===== src/rtl/inst_fetch_rom_if.sv =====
// Fetch-side bus between the control sequencer (master) and inst_fetch_rom (slave).
// INST_FETCH_ROM_PARITY_EN adds the out_par signal.
interface inst_fetch_rom_if #(
   parameter int ADDR_W = 4,
   parameter int DATA_W = 8
);
   logic              start;
   logic              stop;
   logic              jmp_vld;
   logic [ADDR_W-1:0] jmp_addr;
   logic              out_ready;
   logic              out_valid;
   logic [ADDR_W-1:0] out_addr;
   logic [DATA_W-1:0] out_data;
   logic              busy;
`ifdef INST_FETCH_ROM_PARITY_EN
   logic              out_par;
`endif

   modport master (
      output start, stop, jmp_vld, jmp_addr, out_ready,
`ifdef INST_FETCH_ROM_PARITY_EN
      input  out_par,
`endif
      input  out_valid, out_addr, out_data, busy
   );

   modport slave (
      input  start, stop, jmp_vld, jmp_addr, out_ready,
`ifdef INST_FETCH_ROM_PARITY_EN
      output out_par,
`endif
      output out_valid, out_addr, out_data, busy
   );
endinterface


===== src/rtl/inst_fetch_rom.sv =====
// Clocked instruction fetch: program counter + fixed ROM with registered read, valid/ready output.
// Define INST_FETCH_ROM_PARITY_EN to add the out_par even-parity output.
module inst_fetch_rom #(
   parameter int ADDR_W  = 4,
   parameter int DATA_W  = 8,
   parameter int WRAP_LO = 1,
   parameter int WRAP_HI = 15
) (
   input  logic clk,
   input  logic rst,
   inst_fetch_rom_if.slave bus
);
   localparam int DEPTH = 1 << ADDR_W;

   typedef enum logic {
      IDLE = 1'b0,
      RUN  = 1'b1
   } state_t;

   state_t            state_reg;
   state_t            state_next;
   logic              busy_reg;

   logic [ADDR_W-1:0] pc_reg;
   logic [ADDR_W-1:0] pc_next;
   logic [ADDR_W-1:0] addr_reg;
   logic [DATA_W-1:0] data_reg;
   logic              valid_reg;

   logic              slot_free;
   logic              do_flush;
   logic              do_fetch;
   logic              do_drain;

   // Fixed program image: mem[a] = (a*37 + 5) mod 2^DATA_W.
   logic [DATA_W-1:0] rom_mem [0:DEPTH-1];

   generate
      for (genvar gi = 0; gi < DEPTH; gi++) begin : g_rom
         assign rom_mem[gi] = DATA_W'(gi * 37 + 5);
      end
   endgenerate

   always_ff @(posedge clk) begin
      if (!rst) begin
         state_reg <= IDLE;
         busy_reg  <= 1'b0;
      end else begin
         state_reg <= state_next;
         busy_reg  <= (state_next == RUN);
      end
   end

   // Stop dominates start when both arrive together.
   always_comb begin
      state_next = state_reg;
      case (state_reg)
         IDLE:    if (bus.start && !bus.stop) state_next = RUN;
         RUN:     if (bus.stop)               state_next = IDLE;
         default: state_next = IDLE;
      endcase
   end

   always_comb begin
      slot_free = !valid_reg || bus.out_ready;
      do_flush  = bus.jmp_vld;
      do_fetch  = 1'b0;
      do_drain  = 1'b0;
      if (!bus.jmp_vld && slot_free) begin
         if (state_reg == RUN && !bus.stop) begin
            do_fetch = 1'b1;
         end else begin
            do_drain = 1'b1;
         end
      end
   end

   // The wrap window only applies at exactly WRAP_HI; above it the PC rolls over naturally.
   always_comb begin
      if (pc_reg == ADDR_W'(WRAP_HI)) begin
         pc_next = ADDR_W'(WRAP_LO);
      end else begin
         pc_next = pc_reg + 1'b1;
      end
   end

   always_ff @(posedge clk) begin
      if (!rst) begin
         pc_reg    <= '0;
         addr_reg  <= '0;
         data_reg  <= '0;
         valid_reg <= 1'b0;
      end else if (do_flush) begin
         pc_reg    <= bus.jmp_addr;
         valid_reg <= 1'b0;
      end else if (do_fetch) begin
         data_reg  <= rom_mem[pc_reg];
         addr_reg  <= pc_reg;
         valid_reg <= 1'b1;
         pc_reg    <= pc_next;
      end else if (do_drain) begin
         valid_reg <= 1'b0;
      end
   end

`ifdef INST_FETCH_ROM_PARITY_EN
   logic par_reg;

   always_ff @(posedge clk) begin
      if (!rst) begin
         par_reg <= 1'b0;
      end else if (do_fetch && !do_flush) begin
         par_reg <= ^rom_mem[pc_reg];
      end
   end

   assign bus.out_par = par_reg;
`endif

   assign bus.out_valid = valid_reg;
   assign bus.out_addr  = addr_reg;
   assign bus.out_data  = data_reg;
   assign bus.busy      = busy_reg;
endmodule


===== src/flat_wrapper.sv =====
// flat-port wrapper written by rule: the top's interface ports become plain ports
module inst_fetch_rom_flat 
#(
   parameter int ADDR_W  = 4,
   parameter int DATA_W  = 8,
   parameter int WRAP_LO = 1,
   parameter int WRAP_HI = 15
)
  (clk, rst, bus_start, bus_stop, bus_jmp_vld, bus_jmp_addr, bus_out_ready, bus_out_valid, bus_out_addr, bus_out_data, bus_busy);
  inst_fetch_rom_if #(.ADDR_W(ADDR_W), .DATA_W(DATA_W)) bus_i ();
  input  logic clk;
  input  logic rst;
  input wire logic [$bits(bus_i.start)-1:0] bus_start;
  input wire logic [$bits(bus_i.stop)-1:0] bus_stop;
  input wire logic [$bits(bus_i.jmp_vld)-1:0] bus_jmp_vld;
  input wire logic [$bits(bus_i.jmp_addr)-1:0] bus_jmp_addr;
  input wire logic [$bits(bus_i.out_ready)-1:0] bus_out_ready;
  output wire logic [$bits(bus_i.out_valid)-1:0] bus_out_valid;
  output wire logic [$bits(bus_i.out_addr)-1:0] bus_out_addr;
  output wire logic [$bits(bus_i.out_data)-1:0] bus_out_data;
  output wire logic [$bits(bus_i.busy)-1:0] bus_busy;
  assign bus_i.start = bus_start;
  assign bus_i.stop = bus_stop;
  assign bus_i.jmp_vld = bus_jmp_vld;
  assign bus_i.jmp_addr = bus_jmp_addr;
  assign bus_i.out_ready = bus_out_ready;
  assign bus_out_valid = bus_i.out_valid;
  assign bus_out_addr = bus_i.out_addr;
  assign bus_out_data = bus_i.out_data;
  assign bus_busy = bus_i.busy;
  inst_fetch_rom #(.ADDR_W(ADDR_W), .DATA_W(DATA_W), .WRAP_LO(WRAP_LO), .WRAP_HI(WRAP_HI)) u_core (.clk(clk), .rst(rst), .bus(bus_i));
endmodule

===== config.mk =====
export PLATFORM = sky130hd
export DESIGN_NAME = inst_fetch_rom_flat
export DESIGN_NICKNAME = d
export VERILOG_FILES = /design/src/rtl/inst_fetch_rom_if.sv /design/src/rtl/inst_fetch_rom.sv /design/src/flat_wrapper.sv
export SDC_FILE = /design/constraint.sdc
export NUM_CORES = 1
export LEC_CHECK = 0
export BUFFER_PORTS_ARGS = -buffer_cell sky130_fd_sc_hd__buf_2
export CORE_MARGIN = 3
export CORE_UTILIZATION = 51
export DETAILED_ROUTE_END_ITERATION = 8
export PLACE_DENSITY_LB_ADDON = 0.08
export SYNTH_ARGS = -nofsm -noshare
export SYNTH_HDL_FRONTEND = slang
export SYNTH_SLANG_ARGS = --single-unit

===== constraint.sdc =====
create_clock -name clk -period 2.2 [get_ports clk]
set_input_delay 0.11 -clock clk [delete_from_list [all_inputs] [get_ports clk]]
set_output_delay 0.11 -clock clk [all_outputs]
set_load 0.05 [all_outputs]

==> results of run 1 <==
==> through the flow <==
step | worst slack [ns] | std cells | hold slack [ns]
floorplan | 0.574 | 115 | 0.186
global placement | 0.502 | 156 | 0.322
detailed placement | 0.419 | 156 | 0.336
CTS | 0.408 | 159 | 0.0147
global route | 0.292 | 159 | 0.0248
finish | 0.409 | 159 | 0.0264
==> path summary, 6_finish.rpt <==
path                                       start                                   to  slack, ns  cells after the start
min                                     bus_stop          u_core.state_reg$_SDFF_PN0_       0.03                      2
max reg2reg        u_core.pc_reg[0]$_SDFFE_PN0P_  u_core.bus.out_data[6]$_SDFFE_PN0P_       0.41                      6
min reg2reg  u_core.bus.out_addr[2]$_SDFFE_PN0P_  u_core.bus.out_addr[2]$_SDFFE_PN0P_       0.45                      2
max                u_core.pc_reg[0]$_SDFFE_PN0P_  u_core.bus.out_data[6]$_SDFFE_PN0P_       0.41                      6
==> power by group through the flow <==
| stage | clock, W | sequential [W] | combinational, W |
|---|---|---|---|
| 6_report | 0.000158 | 0.000349 | 0.0000986 |
| 5_1_grt | 0.000175 | 0.000352 | 0.000111 |
| 4_1_cts | 0.000166 | 0.000349 | 0.0000993 |
| 3_5_place_dp | 0 | 0.000357 | 0.0000990 |
| 3_3_place_gp | 0 | 0.000356 | 0.0000970 |
| 2_1_floorplan | 0 | 0.000366 | 0.0000650 |
==> cell type report <==
type	instances	share of cell area (%)
Tap cell	25	2.85
Inverter	5	1.71
Clock buffer	3	2.05
Timing Repair Buffer	24	11.2
Multi-Input combinational cell	84	49.3
Sequential cell	18	32.9
==> metal layers <==
layer  up-vias  global-route usage, %
met3         2                   6.34
met1       386                   19.1
met2        18                   28.0
met4         0                   5.53
li1        438                      -
met5         -                      0
==> worst register-to-register path: stages, from the launching register on <==
cell and delay [ns]:
dfxtp_1 0.51, inv_1 0.17, ha_1 0.38, nor2_1 0.16, nor2_1 0.07, a211o_1 0.28
o211a_1 0.12
==> logic make-up (layout without fill, tap and decap cells) <==
group	after synthesis	after routing	synth area share [%]
AND/OR/NAND/NOR	39	39	20.1
AO/OA/AOI/OAI	34	34	22.7
adder cells (fa/ha/maj)	7	7	9.02
XOR/XNOR	2	2	1.80
multiplexers	2	2	2.06
buffers and inverters	13	32	7.22
flip-flops	18	18	37.1
==> placed cells by master (no fill, tap or decap), drive strengths merged, types with 2 or more instances in the layout <==
cell type	n
nor3	3
o21ai	10
a21boi	7
buf	24
nand2	17
and3	3
dfxtp	18
nor2	6
inv	5
a21oi	7
nand3	4
ha	7
mux2i	2
a211oi	2
a22o	2
o21a	2
clkbuf	3
==> impl_results.md, run 1 <==
- Filler cells: 180
- Critical-path cell list: inv_1 > ha_1 > nor2_1 > nor2_1 > a211o_1 > o211a_1
- Clock latency on the worst-skew pair: 0.29 ns
- Gpl congestion: 0.815
- Core Util, Final: 62.1%
- Seq cells post-synth: 18
- Worst endpoint required time: 2.39 ns
- H-tree depth: 1
- Power per cell area: 552 nW/um^2
- Total gr overflow: 0
- Met2 routed WL: 911 um
- TNS Setup: 0 ns
- DRC: 0
- Cell mode on critical path: nor2_1
- Register area share after synthesis: 37.1%
- Sink Count: 18
- Syn nets: 132
- Synth area leader: dfxtp_1
- Crit share post-route: 81.4%
- Clk pwr share: 26.1%
- Post-CTS Setup Inserts: 0
- Clock transition at path regs: 0.09 ns
- Switching share of power: 27.6%
- Fin. Hold Viols: 0
- Final min period: 1.79 ns
- Peak supply drop: 0.326 mV
- Area contributors post-synth: dfxtp_1 37%, ha_1 9.0%, nand2_1 6.6%
- Port bufs: 23
- Crit-path slowest cell: dfxtp_1
- Worst Path Buf+Inv: 1
- Synthesized area per cell: 8.44 um^2
- Max-slew violation count: 0
- Min-Delay Path Class: in -> reg
- Crit. End Element: flop
- Max Buffers Root-to-Sink: 2
- Clk_skew: 0.00151 ns
- Seq pwr share: 57.6%
- Resized cells post-CTS: 0
- Async S/R FF share, synth: 0%
- TritonCTS clock tree: done
- Post-synthesis cell count: 115
- CTS Buf Count: 3
- Final instance area: 1100 um^2
- Via Count: 844
- Layout cells sized above 1: 22.4%
- CTS Root Cell: clkbuf_4
- Synth warnings: 0
- Drt pass-1 iters: 3
- Die area: 2460 um^2
- M1 WL: 799 um
- Initial antenna violation count: 0
- Yosys cell types: 34
- Die Ht: 49.6 um
- Fmax: 0.558 GHz
- Final ANT Viol Nets: 0
- Starting DRT DRC Count: 9
- Synth Flop Type: dfxtp_1
- Multi-input logic area: 541 um^2
- Dpl hpwl: 1380 um
- Worst slew pin tran: 0.508 ns
- Worst path max stage delay: 0.51 ns
- Overall Power: 0.000605 W
- Synth top area share: 37.1%
- # IOs: 24
- Combinational share of power: 16.3%
- Worst EP arrival: 1.98 ns
- Setup repair after global routing missed its margin: false
- Final setup fails: 0
- Die W: 49.6 um
- Final nets: 153
- Core Rows: 15
- DR WL/cell: 11.6 um
- ANT cells: 0
- Initial Util: 55.0%
- Relative slew slack: 66.1%
- Cell family with most CP delay: flip-flops
- Outcome: finished, final reports clean
- Placed cell areas: 1070 um^2
- Synthesized area: 971 um^2
- Metal3 WL: 116 um
- Largest register FFs: 8
- Crit Path Max Fanout: 9
- Max Cap Viol: 0
- Most common cell in the netlist: dfxtp_1
- Commonest cells in the netlist: 18 x dfxtp_1, 17 x nand2_1, 7 x a21oi_1, 7 x ha_1, 7 x o21ai_0
- Core Region: 1760 um^2
- Lkg Pwr: 0.487 nW
- Net Sw Power: 0.000167 W
- GR Util All Layers: 16.6%
- Vias/cell: 5.31
- Crit Path Class: reg -> reg
- Vias in the first global route: 748
- Post-synth EDFFs: 0
- DR top layer: met4
- Drt total wl: 1840 um
- Area Overhead vs Synth: 12.9%
- FF+latch area: 360 um^2
- Largest net degree at the start of global routing: 20
- Hold buffers post-CTS: 0
- Worst setup SP type: flop
- Internal power: 0.000438 W
- First-pass GRT wire length: 3150 um
Note: power is estimated with default switching activity, not from simulation.
==> run 2, diff against run 1 <==
--- a/config.mk
+++ b/config.mk
@@ -5,9 +5,10 @@
 export SDC_FILE = /design/constraint.sdc
 export NUM_CORES = 1
 export LEC_CHECK = 0
+export ABC_AREA = 1
 export BUFFER_PORTS_ARGS = -buffer_cell sky130_fd_sc_hd__buf_2
 export CORE_MARGIN = 3
-export CORE_UTILIZATION = 51
+export CORE_UTILIZATION = 46
 export DETAILED_ROUTE_END_ITERATION = 8
 export PLACE_DENSITY_LB_ADDON = 0.08
 export SYNTH_ARGS = -nofsm -noshare
==> constraint.sdc (replaced) <==
create_clock -name clk -period 1.5 [get_ports clk]
set_input_delay 0.075 -clock clk [delete_from_list [all_inputs] [get_ports clk]]
set_output_delay 0.075 -clock clk [all_outputs]
set_load 0.05 [all_outputs]
==> impl_results.md, run 2 <==
- Worst EP arrival: 1.62 ns
- Worst Path Buf+Inv: 1
- ANT cells: 0
- Synth Flop Type: dfxtp_1
- Final min period: 1.41 ns
- Max-slew violation count: 0
- Most frequent cells in the layout: 25 x nand2_1, 23 x buf_2, 17 x nor2_1
- Crit Path Max Fanout: 4
- H-tree depth: 1
- Gpl congestion: 0.808
- Via Count: 936
- GR Layer Usage met2: 30.0%
- Power per cell area: 804 nW/um^2
- Register area share after synthesis: 36.0%
- CTS Buf Count: 3
- Post-synth EDFFs: 0
- Clock latency on the worst-skew pair: 0.30 ns
- Switching share of power: 30.3%
- Pre-CTS worst setup slack: 0.0992 ns
- Die W: 52.6 um
- Max Buffers Root-to-Sink: 2
- TNS Setup: 0 ns
- Relative slew slack: 69.7%
- FF+latch area: 363 um^2
- Syn nets: 151
- Async S/R FF share, synth: 0%
- Worst setup SP type: flop
- Critical-path cell list: inv_1 > ha_1 > or2_2 > nand3_1 > nand2_1 > a21oi_2 > nor2_1
- Final nets: 179
- Sink Count: 18
- Clk_skew: 0.00389 ns
- Clk pwr share: 25.8%
- DR WL/cell: 10.9 um
- CTS Root Cell: clkbuf_4
- Clock transition at path regs: 0.10 ns
- Seq pwr share: 54.3%
- TritonCTS clock tree: done
- Area contributors post-synth: dfxtp_1 36%, nand2_1 9.4%, ha_1 8.8%
- # IOs: 24
- Largest net degree at the start of global routing: 16
- Core Region: 2000 um^2
- Most common cell in the netlist: nand2_1
- Multi-input logic area: 533 um^2
- Port bufs: 23
- Fin. Hold Viols: 0
- GR Util All Layers: 16.5%
- Min-Delay Path Class: in -> reg
- Synth area leader: dfxtp_1
- Internal power: 0.000655 W
- Dpl hpwl: 1530 um
- Final setup fails: 0
- Layout cells sized above 1: 26.3%
- Drt pass-1 iters: 4
- Crit share post-route: 94.3%
- Net Sw Power: 0.000285 W
- Post-CTS Setup Inserts: 0
- Worst endpoint required time: 1.70 ns
- Outcome: finished, final reports clean
- Synthesized area per cell: 7.46 um^2
- Synth warnings: 0
- Area Overhead vs Synth: 17.0%
- Total gr overflow: 0
- Worst hold slack: 0.0329 ns
- Core Rows: 16
- Final WS setup: 0.0857 ns
- Setup repair after global routing missed its margin: false
- Drt total wl: 2050 um
- Largest register FFs: 8
- Die area: 2770 um^2
- Met3 usage: 2.56%
- Vias in the first global route: 801
- Crit Path Class: reg -> reg
- Synth top area share: 36.0%
- Post-synthesis cell count: 134
- Crit. End Element: flop
- Cell family with most CP delay: simple AND/OR/NAND/NOR gates
- Lkg Pwr: 0.550 nW
- Yosys cell types: 23
- Routing usage on met1: 18.5%
- Fmax: 0.707 GHz
- Most common cell after layout, fill and taps aside: nand2_1
- Starting DRT DRC Count: 11
- Global routing's busiest layer: met2
- DRC: 0
- Initial antenna violation count: 0
- Max Cap Viol: 0
- Combinational share of power: 19.9%
- Commonest cells in the netlist: 25 x nand2_1, 18 x dfxtp_1, 17 x nor2_1, 14 x o21ai_0, 12 x a21oi_1
- Initial Util: 49.9%
- Peak supply drop: 0.393 mV
- Worst path max stage delay: 0.36 ns
- Crit-path slowest cell: dfxtp_2
- Die Ht: 52.6 um
- First-pass GRT wire length: 3350 um
- Synthesized area: 1000 um^2
- Filler cells: 207
- Vias/cell: 5.01
- Final ANT Viol Nets: 0
- Worst slew pin tran: 0.453 ns
- Overall Power: 0.000940 W
- Seq cells post-synth: 18
[run 2: metal layers]
layer | wire [um] | share of wire [%]
met2 | 967 | 47
met3 | 102 | 5.0
met5 | 0 | 0
met1 | 939 | 46
met4 | 36 | 1.8
[run 2: final cells by class]
class | count | share of cell area [%]
Multi-Input combinational cell | 98 | 45.6
Timing Repair Buffer | 29 | 13.9
Tap cell | 27 | 2.89
Sequential cell | 18 | 31.0
Clock buffer | 3 | 1.93
Inverter | 12 | 4.71
[run 2: path summary, 6_finish.rpt]
kind,start,to,slack [ns],cells after the start
setup / recovery,u_core.pc_reg[1]$_SDFFE_PN0P_,u_core.bus.out_data[6]$_SDFFE_PN0P_,0.09,7
hold / removal,bus_start,u_core.state_reg$_SDFF_PN0_,0.03,3
setup reg to reg,u_core.pc_reg[1]$_SDFFE_PN0P_,u_core.bus.out_data[6]$_SDFFE_PN0P_,0.09,7
hold reg to reg,u_core.bus.out_data[0]$_SDFFE_PN0P_,u_core.bus.out_data[0]$_SDFFE_PN0P_,0.47,2
[run 2: worst register-to-register path, delay by kind of cell, from the launching register on]
kind / cells / cell delay (ns)
and+or+nand+nor: 4 / 0.50
DFF: 1 / 0.36
adders and majority gates: 1 / 0.29
AOI/OAI and AO/OA: 1 / 0.10
buffers and inverters: 1 / 0.06
[run 2: timing repair]
item,CTS,global route
endpoints found under the setup margin,0,2
gates resized for setup,0,2
hold endpoints to repair,1,0
hold buffers,1,0
[run 2: logic make-up after synthesis]
family,count (synthesis),share of synthesized area [%]
simple gates,58,26.4
compound gates,33,17.5
buf+inv,18,11.3
flops,18,36.0
fa+ha+maj,7,8.76
[run 2: metrics by stage]
stage	utilization, %	instances	instance area (um^2)
after detailed placement	56.5	183	1130
after CTS	58.1	187	1160
after global routing	58.4	187	1170
final	58.4	187	1170
after global placement	56.5	183	1130
after floorplan	-	134	1000
[run 2: power by group through the flow]
| stage | Combinational (W) | Sequential [W] | Clock (W) |
|---|---|---|---|
| 3_5_place_dp | 0.000185 | 0.000521 | 0 |
| 6_report | 0.000187 | 0.000510 | 0.000243 |
| 4_1_cts | 0.000188 | 0.000510 | 0.000253 |
| 2_1_floorplan | 0.000101 | 0.000553 | 0 |
| 3_3_place_gp | 0.000181 | 0.000521 | 0 |
| 5_1_grt | 0.000208 | 0.000513 | 0.000261 |
==> run 3, diff against run 2 <==
--- a/config.mk
+++ b/config.mk
@@ -5,8 +5,8 @@
 export SDC_FILE = /design/constraint.sdc
 export NUM_CORES = 1
 export LEC_CHECK = 0
-export ABC_AREA = 1
 export BUFFER_PORTS_ARGS = -buffer_cell sky130_fd_sc_hd__buf_2
+export CORE_ASPECT_RATIO = 0.9
 export CORE_MARGIN = 3
 export CORE_UTILIZATION = 46
 export DETAILED_ROUTE_END_ITERATION = 8
==> impl_results.md, run 3 (synthesis results as in run 1) <==
- Final setup fails: 0
- Initial Util: 49.7%
- Crit. End Element: flop
- Largest net degree at the start of global routing: 20
- Vias in the first global route: 813
- Power per cell area: 784 nW/um^2
- Final WS setup: 0.0853 ns
- Inst Count DP: 162
- Max Buffers Root-to-Sink: 2
- Final ANT Viol Nets: 0
- Drt total wl: 2040 um
- Vias/cell: 5.25
- Crit share post-route: 94.3%
- Final instance area: 1170 um^2
- Crit Path Class: reg -> reg
- Drt pass-1 iters: 4
- DR WL/cell: 12.3 um
- Worst EP arrival: 1.61 ns
- CTS Buf Count: 3
- Worst path max stage delay: 0.37 ns
- Initial antenna violation count: 0
- Crit-path slowest cell: dfxtp_2
- Worst endpoint required time: 1.69 ns
- Via Count: 871
- Multi-input logic area: 556 um^2
- DRC: 0
- ANT cells: 0
- Fmax: 0.707 GHz
- Final nets: 160
- Clock latency on the worst-skew pair: 0.29 ns
- Sink Count: 18
- Most frequent cells in the layout: 23 x buf_2, 17 x nand2_1, 15 x dfxtp_1
- Most common cell after layout, fill and taps aside: buf_2
- Fin. Hold Viols: 0
- TNS Setup: 0 ns
- First-pass GRT wire length: 3470 um
- Post-Layout Cell Count: 166
- # IOs: 24
- H-tree depth: 1
- Placed cell areas: 1130 um^2
- FF+latch area: 364 um^2
- Peak supply drop: 0.480 mV
- GR Util All Layers: 17.7%
- TritonCTS clock tree: done
- Worst slew pin tran: 0.355 ns
- Core Rows: 15
- Layout cells sized above 1: 29.1%
- Max-slew violation count: 0
- Die W: 54.4 um
- Min-Delay Path Class: in -> reg
- Worst setup SP type: flop
- Die Ht: 49.6 um
- Largest register FFs: 8
- Area Overhead vs Synth: 20.5%
- Critical-path cell list: inv_1 > ha_4 > nor2_2 > nor2_1 > a211o_1 > o211a_1
- Pre-CTS worst setup slack: 0.0591 ns
- Outcome: finished, final reports clean
- Clk_skew: 0.00216 ns
- Die area: 2700 um^2
- CTS Root Cell: clkbuf_4
- Filler cells: 197
- Worst hold slack: 0.0474 ns
- Max Cap Viol: 0
- Total gr overflow: 0
- Dpl hpwl: 1550 um
- Cell family with most CP delay: compound AO/OA/AOI/OAI gates
- Final min period: 1.41 ns
- Relative slew slack: 76.3%
- Gpl congestion: 0.733
- Core Region: 1950 um^2
- Worst Path Buf+Inv: 1
- Setup repair after global routing missed its margin: false
- Starting DRT DRC Count: 10
- Port bufs: 23
- Clock transition at path regs: 0.10 ns
- Crit Path Max Fanout: 5
- Lkg Pwr: 0.523 nW
-- run 3: cell count changes in the layout (fill, tap and decap cells not counted), moves of 3 or more --
cell,previous run,this run
a21boi_0,0,4
a21boi_1,0,3
a21oi_1,11,7
and3_1,0,3
inv_1,10,4
nand2_1,25,17
nand3_1,10,4
nor2_1,17,5
o21ai_0,14,7
-- run 3: metrics by stage --
step           utilization, %  total power (W)
6_report                 59.9         0.000918
5_1_grt                  59.9         0.000982
4_1_cts                  59.8         0.000933
3_5_place_dp             58.1         0.000692
3_3_place_gp             58.1         0.000686
2_1_floorplan               -         0.000638
-- run 3: area by class of cell --
| type | count | area share (%) |
|---|---|---|
| inverters | 5 | 1.60 |
| clock buffers | 3 | 1.93 |
| repair buffers | 31 | 15.2 |
| well taps | 25 | 2.67 |
| flip-flops and latches | 18 | 31.1 |
| multi-input cells | 84 | 47.5 |
-- run 3: final timing paths --
| path | startpoint | endpoint | slack, ns | cells past startpoint |
|---|---|---|---|---|
| worst max-delay path | u_core.pc_reg[0]$_SDFFE_PN0P_ | u_core.bus.out_data[6]$_SDFFE_PN0P_ | 0.09 | 6 |
| worst min-delay path | bus_start | u_core.state_reg$_SDFF_PN0_ | 0.05 | 3 |
| worst max register to register | u_core.pc_reg[0]$_SDFFE_PN0P_ | u_core.bus.out_data[6]$_SDFFE_PN0P_ | 0.09 | 6 |
| worst min register to register | u_core.bus.out_data[1]$_SDFFE_PN0P_ | u_core.bus.out_data[1]$_SDFFE_PN0P_ | 0.46 | 2 |
-- run 3: worst min-delay path, delay by kind of cell --
| family | cells | cell delay [ns] |
|---|---|---|
| buf+inv | 1 | 0.09 |
| simple gates | 2 | 0.13 |
-- run 3: power breakdown --
group | leakage, nW | switching [W] | internal (W) | total (W)
Sequential | 0.147 | 0.0000144 | 0.000492 | 0.000506
Combinational | 0.362 | 0.000102 | 0.0000757 | 0.000178
Clock | 0.0138 | 0.000140 | 0.0000934 | 0.000233
Total | 0.523 | 0.000257 | 0.000661 | 0.000918
-- run 3: metal layers --
metal	wire length, um	global-route usage (%)	vias to the layer above	part of all wire (%)
met4	19	6.22	0	0.93
li1	-	-	448	-
met2	995	29.9	19	49
met1	912	19.8	402	45
met5	0	0	-	0
met3	111	6.34	2	5.4
-- run 3: what timing repair did --
action                     CTS  global route
gates resized for setup      0             1
hold endpoints to repair     1             0
setup buffers                0             0
setup endpoints to repair    0             1
hold buffers                 1             0
